`config.mk`:
```
export PLATFORM = sky130hd
export DESIGN_NAME = grf_write_arbiter_flat
export DESIGN_NICKNAME = d
export VERILOG_FILES = /design/src/rtl/grf_arb_pkg.sv /design/src/rtl/grf_write_arbiter_if.sv /design/src/rtl/grf_wq_fifo.sv /design/src/rtl/grf_write_arbiter.sv /design/src/flat_wrapper.sv
export SDC_FILE = /design/constraint.sdc
export NUM_CORES = 1
export LEC_CHECK = 0
export CAP_MARGIN = 20
export CORE_MARGIN = 10
export CORE_UTILIZATION = 45
export DETAILED_ROUTE_END_ITERATION = 6
export HOLD_SLACK_MARGIN = 0.12
export PLACE_DENSITY = 0.71
export SLEW_MARGIN = 0
export SYNTH_ARGS = -nofsm -noshare
export SYNTH_HDL_FRONTEND = slang
export SYNTH_SLANG_ARGS = --single-unit
export TNS_END_PERCENT = 50
```
`constraint.sdc`:
```
create_clock -name clk -period 10.73 [get_ports clk]
set_input_delay 3.219 -clock clk [delete_from_list [all_inputs] [get_ports clk]]
set_output_delay 3.219 -clock clk [all_outputs]
set_load 0.1 [all_outputs]
```
`src/rtl/grf_arb_pkg.sv`:
```
//----------------------------------------------------------------------------
// Module   : grf_arb_pkg
// Brief    : Shared constants and queue entry type for the GRF write arbiter.
// Revision : 1.0 - initial release
//----------------------------------------------------------------------------
`default_nettype none

package grf_arb_pkg;
   localparam int REG_AW = 5;
   localparam int DATA_W = 32;
   localparam logic [REG_AW-1:0] REG_ZERO = 5'd0;

   typedef struct packed {
      logic [REG_AW-1:0] wa;
      logic [DATA_W-1:0] wd;
      logic [DATA_W-1:0] pc;
   } wq_entry_t;
endpackage

`default_nettype wire

```
`src/rtl/grf_write_arbiter_if.sv`:
```
//----------------------------------------------------------------------------
// Module   : grf_write_arbiter_if
// Brief    : Pipeline, secondary, GRF and scoreboard signals of the arbiter.
// Revision : 1.0 - initial release
//----------------------------------------------------------------------------
`default_nettype none

interface grf_write_arbiter_if #(
   parameter int DEPTH = 4
);
   import grf_arb_pkg::*;

   logic                         p_we;
   logic [REG_AW-1:0]            p_wa;
   logic [DATA_W-1:0]            p_wd;
   logic [DATA_W-1:0]            p_pc;
   logic                         s_valid;
   logic                         s_ready;
   logic [REG_AW-1:0]            s_wa;
   logic [DATA_W-1:0]            s_wd;
   logic [DATA_W-1:0]            s_pc;
   logic                         grf_we;
   logic [REG_AW-1:0]            grf_wa;
   logic [DATA_W-1:0]            grf_wd;
   logic [DATA_W-1:0]            grf_pc;
   logic [REG_AW-1:0]            chk_ra1;
   logic [REG_AW-1:0]            chk_ra2;
   logic                         busy1;
   logic                         busy2;
   logic [$clog2(DEPTH+1)-1:0]   q_count;

   modport master (
      output p_we, p_wa, p_wd, p_pc,
      output s_valid, s_wa, s_wd, s_pc,
      output chk_ra1, chk_ra2,
      input  s_ready, grf_we, grf_wa, grf_wd, grf_pc,
      input  busy1, busy2, q_count
   );

   modport slave (
      input  p_we, p_wa, p_wd, p_pc,
      input  s_valid, s_wa, s_wd, s_pc,
      input  chk_ra1, chk_ra2,
      output s_ready, grf_we, grf_wa, grf_wd, grf_pc,
      output busy1, busy2, q_count
   );
endinterface

`default_nettype wire

```
`src/rtl/grf_wq_fifo.sv`:
```
//----------------------------------------------------------------------------
// Module   : grf_wq_fifo
// Brief    : Circular write queue with a per-entry wa/valid view.
// Revision : 1.0 - initial release
//----------------------------------------------------------------------------
`default_nettype none

module grf_wq_fifo
   import grf_arb_pkg::*;
#(
   parameter int DEPTH = 4
) (
   input  wire                          clk,
   input  wire                          rst,
   input  wire                          push,
   input  wq_entry_t                    din,
   input  wire                          pop,
   output logic                         full,
   output logic                         empty,
   output logic [$clog2(DEPTH+1)-1:0]   count,
   output wq_entry_t                    head,
   output logic [DEPTH*REG_AW-1:0]      wa_flat,
   output logic [DEPTH-1:0]             vld_flat
);
   localparam int CW = $clog2(DEPTH+1);
   localparam int PW = $clog2(DEPTH);

   wq_entry_t        r_mem [DEPTH];
   logic [PW-1:0]    r_head;
   logic [PW-1:0]    r_tail;
   logic [CW-1:0]    r_count;
   logic [DEPTH-1:0] r_vld;
   logic             w_do_push;
   logic             w_do_pop;

   assign full      = (r_count == CW'(DEPTH));
   assign empty     = (r_count == '0);
   assign w_do_push = push && !full;
   assign w_do_pop  = pop && !empty;
   assign count     = r_count;
   assign head      = r_mem[r_head];
   assign vld_flat  = r_vld;

   always_ff @(posedge clk or posedge rst) begin
      if (rst) begin
         r_head  <= '0;
         r_tail  <= '0;
         r_count <= '0;
         r_vld   <= '0;
      end else begin
         if (w_do_pop) begin
            r_head        <= r_head + PW'(1);
            r_vld[r_head] <= 1'b0;
         end
         if (w_do_push) begin
            r_tail        <= r_tail + PW'(1);
            r_vld[r_tail] <= 1'b1;
         end
         case ({w_do_push, w_do_pop})
            2'b10:   r_count <= r_count + CW'(1);
            2'b01:   r_count <= r_count - CW'(1);
            default: r_count <= r_count;
         endcase
      end
   end

   // Payload storage needs no reset; r_vld qualifies every entry.
   always_ff @(posedge clk) begin
      if (w_do_push) begin
         r_mem[r_tail] <= din;
      end
   end

   always_comb begin
      wa_flat = '0;
      for (int i = 0; i < DEPTH; i++) begin
         wa_flat[i*REG_AW +: REG_AW] = r_mem[i].wa;
      end
   end
endmodule

`default_nettype wire

```
`src/rtl/grf_write_arbiter.sv`:
```
//----------------------------------------------------------------------------
// Module   : grf_write_arbiter
// Brief    : Shares the GRF write port between pipeline writeback and a
//            queued secondary producer; optional GRF_ARB_BYPASS_EN.
// Revision : 1.0 - initial release
//----------------------------------------------------------------------------
`default_nettype none

module grf_write_arbiter
   import grf_arb_pkg::*;
#(
   parameter int DEPTH = 4
) (
   input wire                 clk,
   input wire                 reset,
   grf_write_arbiter_if.slave bus
);
   localparam int CW = $clog2(DEPTH+1);

   logic                    w_p_eff;
   logic                    w_s_ok;
   logic                    w_bypass;
   logic                    w_push;
   logic                    w_pop;
   logic                    w_full;
   logic                    w_empty;
   logic [CW-1:0]           w_count;
   wq_entry_t               w_head;
   wq_entry_t               w_s_entry;
   logic [DEPTH*REG_AW-1:0] w_wa_flat;
   logic [DEPTH-1:0]        w_vld;

   assign w_p_eff   = bus.p_we && (bus.p_wa != REG_ZERO);
   assign w_s_ok    = bus.s_valid && (bus.s_wa != REG_ZERO);
   assign w_s_entry = '{wa: bus.s_wa, wd: bus.s_wd, pc: bus.s_pc};

`ifdef GRF_ARB_BYPASS_EN
   assign w_bypass = w_empty && !w_p_eff && w_s_ok && !reset;
`else
   assign w_bypass = 1'b0;
`endif

   assign bus.s_ready = !w_full && !reset;
   assign w_push      = w_s_ok && bus.s_ready && !w_bypass;
   assign w_pop       = !w_p_eff && !w_empty;
   assign bus.q_count = w_count;

   grf_wq_fifo #(.DEPTH(DEPTH)) u_fifo (
      .clk      (clk),
      .rst      (reset),
      .push     (w_push),
      .din      (w_s_entry),
      .pop      (w_pop),
      .full     (w_full),
      .empty    (w_empty),
      .count    (w_count),
      .head     (w_head),
      .wa_flat  (w_wa_flat),
      .vld_flat (w_vld)
   );

   always_comb begin
      bus.grf_we = 1'b0;
      bus.grf_wa = w_head.wa;
      bus.grf_wd = w_head.wd;
      bus.grf_pc = w_head.pc;
      if (reset) begin
         bus.grf_we = 1'b0;
      end else if (w_p_eff) begin
         bus.grf_we = 1'b1;
         bus.grf_wa = bus.p_wa;
         bus.grf_wd = bus.p_wd;
         bus.grf_pc = bus.p_pc;
      end else if (!w_empty) begin
         bus.grf_we = 1'b1;
      end else if (w_bypass) begin
         bus.grf_we = 1'b1;
         bus.grf_wa = bus.s_wa;
         bus.grf_wd = bus.s_wd;
         bus.grf_pc = bus.s_pc;
      end
   end

   // $0 is never busy, regardless of stale queue contents.
   always_comb begin
      bus.busy1 = 1'b0;
      bus.busy2 = 1'b0;
      for (int i = 0; i < DEPTH; i++) begin
         if (w_vld[i] && (w_wa_flat[i*REG_AW +: REG_AW] == bus.chk_ra1)) bus.busy1 = 1'b1;
         if (w_vld[i] && (w_wa_flat[i*REG_AW +: REG_AW] == bus.chk_ra2)) bus.busy2 = 1'b1;
      end
      if (bus.chk_ra1 == REG_ZERO) bus.busy1 = 1'b0;
      if (bus.chk_ra2 == REG_ZERO) bus.busy2 = 1'b0;
   end
endmodule

`default_nettype wire

```
`src/flat_wrapper.sv`:
```
// flat-port wrapper written by rule: the top's interface ports become plain ports
module grf_write_arbiter_flat import grf_arb_pkg::*;
#(
   parameter int DEPTH = 4
)
  (clk, reset, bus_p_we, bus_p_wa, bus_p_wd, bus_p_pc, bus_s_valid, bus_s_wa, bus_s_wd, bus_s_pc, bus_chk_ra1, bus_chk_ra2, bus_s_ready, bus_grf_we, bus_grf_wa, bus_grf_wd, bus_grf_pc, bus_busy1, bus_busy2, bus_q_count);
  grf_write_arbiter_if #(.DEPTH(DEPTH)) bus_i ();
  input wire clk;
  input wire reset;
  input wire logic [$bits(bus_i.p_we)-1:0] bus_p_we;
  input wire logic [$bits(bus_i.p_wa)-1:0] bus_p_wa;
  input wire logic [$bits(bus_i.p_wd)-1:0] bus_p_wd;
  input wire logic [$bits(bus_i.p_pc)-1:0] bus_p_pc;
  input wire logic [$bits(bus_i.s_valid)-1:0] bus_s_valid;
  input wire logic [$bits(bus_i.s_wa)-1:0] bus_s_wa;
  input wire logic [$bits(bus_i.s_wd)-1:0] bus_s_wd;
  input wire logic [$bits(bus_i.s_pc)-1:0] bus_s_pc;
  input wire logic [$bits(bus_i.chk_ra1)-1:0] bus_chk_ra1;
  input wire logic [$bits(bus_i.chk_ra2)-1:0] bus_chk_ra2;
  output wire logic [$bits(bus_i.s_ready)-1:0] bus_s_ready;
  output wire logic [$bits(bus_i.grf_we)-1:0] bus_grf_we;
  output wire logic [$bits(bus_i.grf_wa)-1:0] bus_grf_wa;
  output wire logic [$bits(bus_i.grf_wd)-1:0] bus_grf_wd;
  output wire logic [$bits(bus_i.grf_pc)-1:0] bus_grf_pc;
  output wire logic [$bits(bus_i.busy1)-1:0] bus_busy1;
  output wire logic [$bits(bus_i.busy2)-1:0] bus_busy2;
  output wire logic [$bits(bus_i.q_count)-1:0] bus_q_count;
  assign bus_i.p_we = bus_p_we;
  assign bus_i.p_wa = bus_p_wa;
  assign bus_i.p_wd = bus_p_wd;
  assign bus_i.p_pc = bus_p_pc;
  assign bus_i.s_valid = bus_s_valid;
  assign bus_i.s_wa = bus_s_wa;
  assign bus_i.s_wd = bus_s_wd;
  assign bus_i.s_pc = bus_s_pc;
  assign bus_i.chk_ra1 = bus_chk_ra1;
  assign bus_i.chk_ra2 = bus_chk_ra2;
  assign bus_s_ready = bus_i.s_ready;
  assign bus_grf_we = bus_i.grf_we;
  assign bus_grf_wa = bus_i.grf_wa;
  assign bus_grf_wd = bus_i.grf_wd;
  assign bus_grf_pc = bus_i.grf_pc;
  assign bus_busy1 = bus_i.busy1;
  assign bus_busy2 = bus_i.busy2;
  assign bus_q_count = bus_i.q_count;
  grf_write_arbiter #(.DEPTH(DEPTH)) u_core (.clk(clk), .reset(reset), .bus(bus_i));
endmodule
```
==> results.cfg <==
[pwr]
max-vdd-ir-drop_uv = 301
p_per_area_mw_per_mm2 = 290
power_leakage_uw = 0.00526

[sta]
fin_crit_ns = 9.29
finalCritPeriodShare_pct = 86.6
hold_violations = 0
drv_slew = 0
setup_viol = 0
skew_ns = 0.00803
max_freq_ghz = 0.108
worst_pin_slew_ns = 1.04
rsz0062_at_grt = no
max_slew_margin_pct = 30.9
tns_ns = 0

[layout]
fin_nets = 965
instances_no_fill = 1161
stdcell_area_mm2 = 0.0154
fillCellCount = 1957
drive_gt1_share_pct = 31.6
syn_to_final_growth_pct = 28.3

[detailed_routing]
firstDrtPassIters = 4
detail_route.wl_per_cell_um = 23.2
vias = 6216
vias_per_cell = 5.35
totalWireLength_um = 26900
antenna_left = 0
drt_iter0_markers = 400
route.detailed.drc = 0

[synthesis]
synth_edf_count = 276
synth_top_cell_area_share_pct = 69.2
ys.flop_type = edfxtp_1
synth_cell_type_count = 35
synth_fp_nets = 735
ys_top_cells_by_area = edfxtp_1 (69%), mux4_2 (13%), mux2_2 (5.5%)
post-synth-top-area-cell = edfxtp_1
ys_ff_latch = 287
ys_seq_area_share_pct = 71.5
yosysMostFrequentCell = edfxtp_1
yosysWarnings = 0
syn_inst = 573
async_flop_share_pct = 3.83
syn_area_mm2 = 0.0120
yosys-top-cells-count = edfxtp_1 (276), mux4_2 (69), mux2_2 (59)
syn_avg_cell_area_um2 = 20.9

[global_routing]
grt_pass1_wl_um = 41300
grt.overflow.total = 0
grt_pass1_vias = 7054
antenna_found_initial = 2
grt_usage_pct = 15.8
grt_max_degree = 73

[worst_setup_path]
rrSetupSlack_ns = 8.00
startpoint = bus_p_wa[1]
worst_setup_path_end_kind = output pin
regToRegEndpoint = u_core.u_fifo.r_mem[1][40]
required_ns = 7.51
criticalPathCategory = in2out
path_max_fanout = 69
rr_worst_depth = 5
critPathArrivalTime_ns = 6.07
endpoint = bus_grf_pc[5]
startpoint_type = input port
rr_startpoint = u_core.u_fifo.count[0]

[clock_network]
clockRootBuffer = clkbuf_16
cts_made_buffers = 29
cts_tree = built
post_cts_buffers = 0
cts_buffer_depth = 3
clk_latency_ns = 0.52
cts.clk_slew.worst_paths_ns = 0.06
cts_sinks = 287
cts-resized-gates = 0
ctsHoldBuffers = 0
cts_max_level = 1

[flow_run]
drv_cap = 0

[place]
placed_cells = 1105
dpl.hpwl_um = 17600
placed_cell_area_mm2 = 0.0144
place.port_buffers = 227
place.gp.congestion = 0.827

[worst_hold_path]
hold_path.class = reg2reg

[die]
initial_core_util_pct = 45.8
io_pins = 228
die-area_mm2 = 0.0335
core_region_area_mm2 = 0.0261
dieWidth_um = 183
rows = 59
die_h_um = 183

[run_status]
outcome = finished clean
## layout by cell type (no fill, tap or decap), drive strengths merged
cell type	instances
a31oi	1
a21o	4
mux2	69
nor3	1
o31a	1
clkbuf	47
xnor2	11
mux4	69
xor2	34
mux2i	1
inv	9
nand3	8
nand4	2
diode	1
nand2	6
and2	4
bufinv	2
buf	76
o211a	1
ha	9
fa	1
clkinv	4
a21oi	1
clkdlybuf4s50	158
nor4	8
nor2	1
nand2b	1
or4	4
edfxtp	276
o21ai	3
dfrtp	11
o21a	2
## worst min path at each step
stage,from,to,slack (ns),cells after the start
after floorplan,u_core.u_fifo.vld_flat[0],u_core.u_fifo.vld_flat[0],0.47,1
after global placement,u_core.u_fifo.vld_flat[1],u_core.u_fifo.vld_flat[1],0.51,1
after detailed placement,u_core.u_fifo.vld_flat[3],u_core.u_fifo.vld_flat[3],0.52,1
after CTS,u_core.u_fifo.vld_flat[3],u_core.u_fifo.vld_flat[3],0.54,1
after global routing,u_core.u_fifo.vld_flat[3],u_core.u_fifo.vld_flat[3],0.55,1
final,u_core.u_fifo.vld_flat[3],u_core.u_fifo.vld_flat[3],0.54,1
## report_power, final
| group | switching, uW | internal, uW | total, uW |
|---|---|---|---|
| combinational | 1410 | 626 | 2030 |
| sequential | 78.3 | 1370 | 1450 |
| clock | 384 | 589 | 973 |
## metal layers
layer | vias up | track usage, % | wire [um]
li1 | 2789 | - | -
met4 | 2 | 3.54 | 407
met5 | - | 0 | 9
met1 | 3223 | 19.3 | 10800
met2 | 166 | 28.0 | 14200
met3 | 36 | 3.72 | 1540
## flip-flops by register name (all words and copies together), names as in the netlist
signal / cells
u_core.u_fifo.count: 3
u_core.u_fifo.r_head: 2
u_core.u_fifo.r_mem: 276
u_core.u_fifo.r_tail: 2
u_core.u_fifo.vld_flat: 4
## critical path, cell delays in order
cell	delay, ns
clkdlybuf4s50_1	0.51
or4_1	0.58
o21ai_2	0.19
nand2b_4	0.82
mux2_2	0.44
buf_4	0.24
## area by class of cell
cell class | instances | area [um2] | area share, %
inverters | 9 | 33.8 | 0.220
well taps | 335 | 419 | 2.73
flip-flops and latches | 287 | 8570 | 55.8
diodes | 1 | 2.50 | 0.0163
clock inverters | 6 | 78.8 | 0.513
repair buffers | 234 | 2190 | 14.3
clock buffers | 47 | 855 | 5.56
multi-input cells | 242 | 3210 | 20.9
## stage by stage
stage	setup slack (ns)	hold slack, ns	power, uW	util, %
detailed placement	1.40	0.520	3510	55.0
CTS	1.39	0.536	4490	58.6
global route	1.29	0.547	4620	58.8
floorplan	2.65	0.471	3050	-
finish	1.44	0.543	4450	58.8
global placement	1.49	0.510	3480	55.0
## cells by family (layout without fill, tap and decap cells)
logic type               count (synthesis)  in the layout  synth area share (%)
flip-flops                             287            287                  71.5
multiplexers                           139            139                  19.9
XOR/XNOR                                45             45                  3.29
buffers and inverters                   44            296                  1.85
AND/OR/NAND/NOR                         35             35                  1.63
AO/OA/AOI/OAI                           13             13                 0.783
adder cells (fa/ha/maj)                 10             10                  1.11
other                                    0              1                     0
Note: power is estimated with default switching activity, not from simulation.
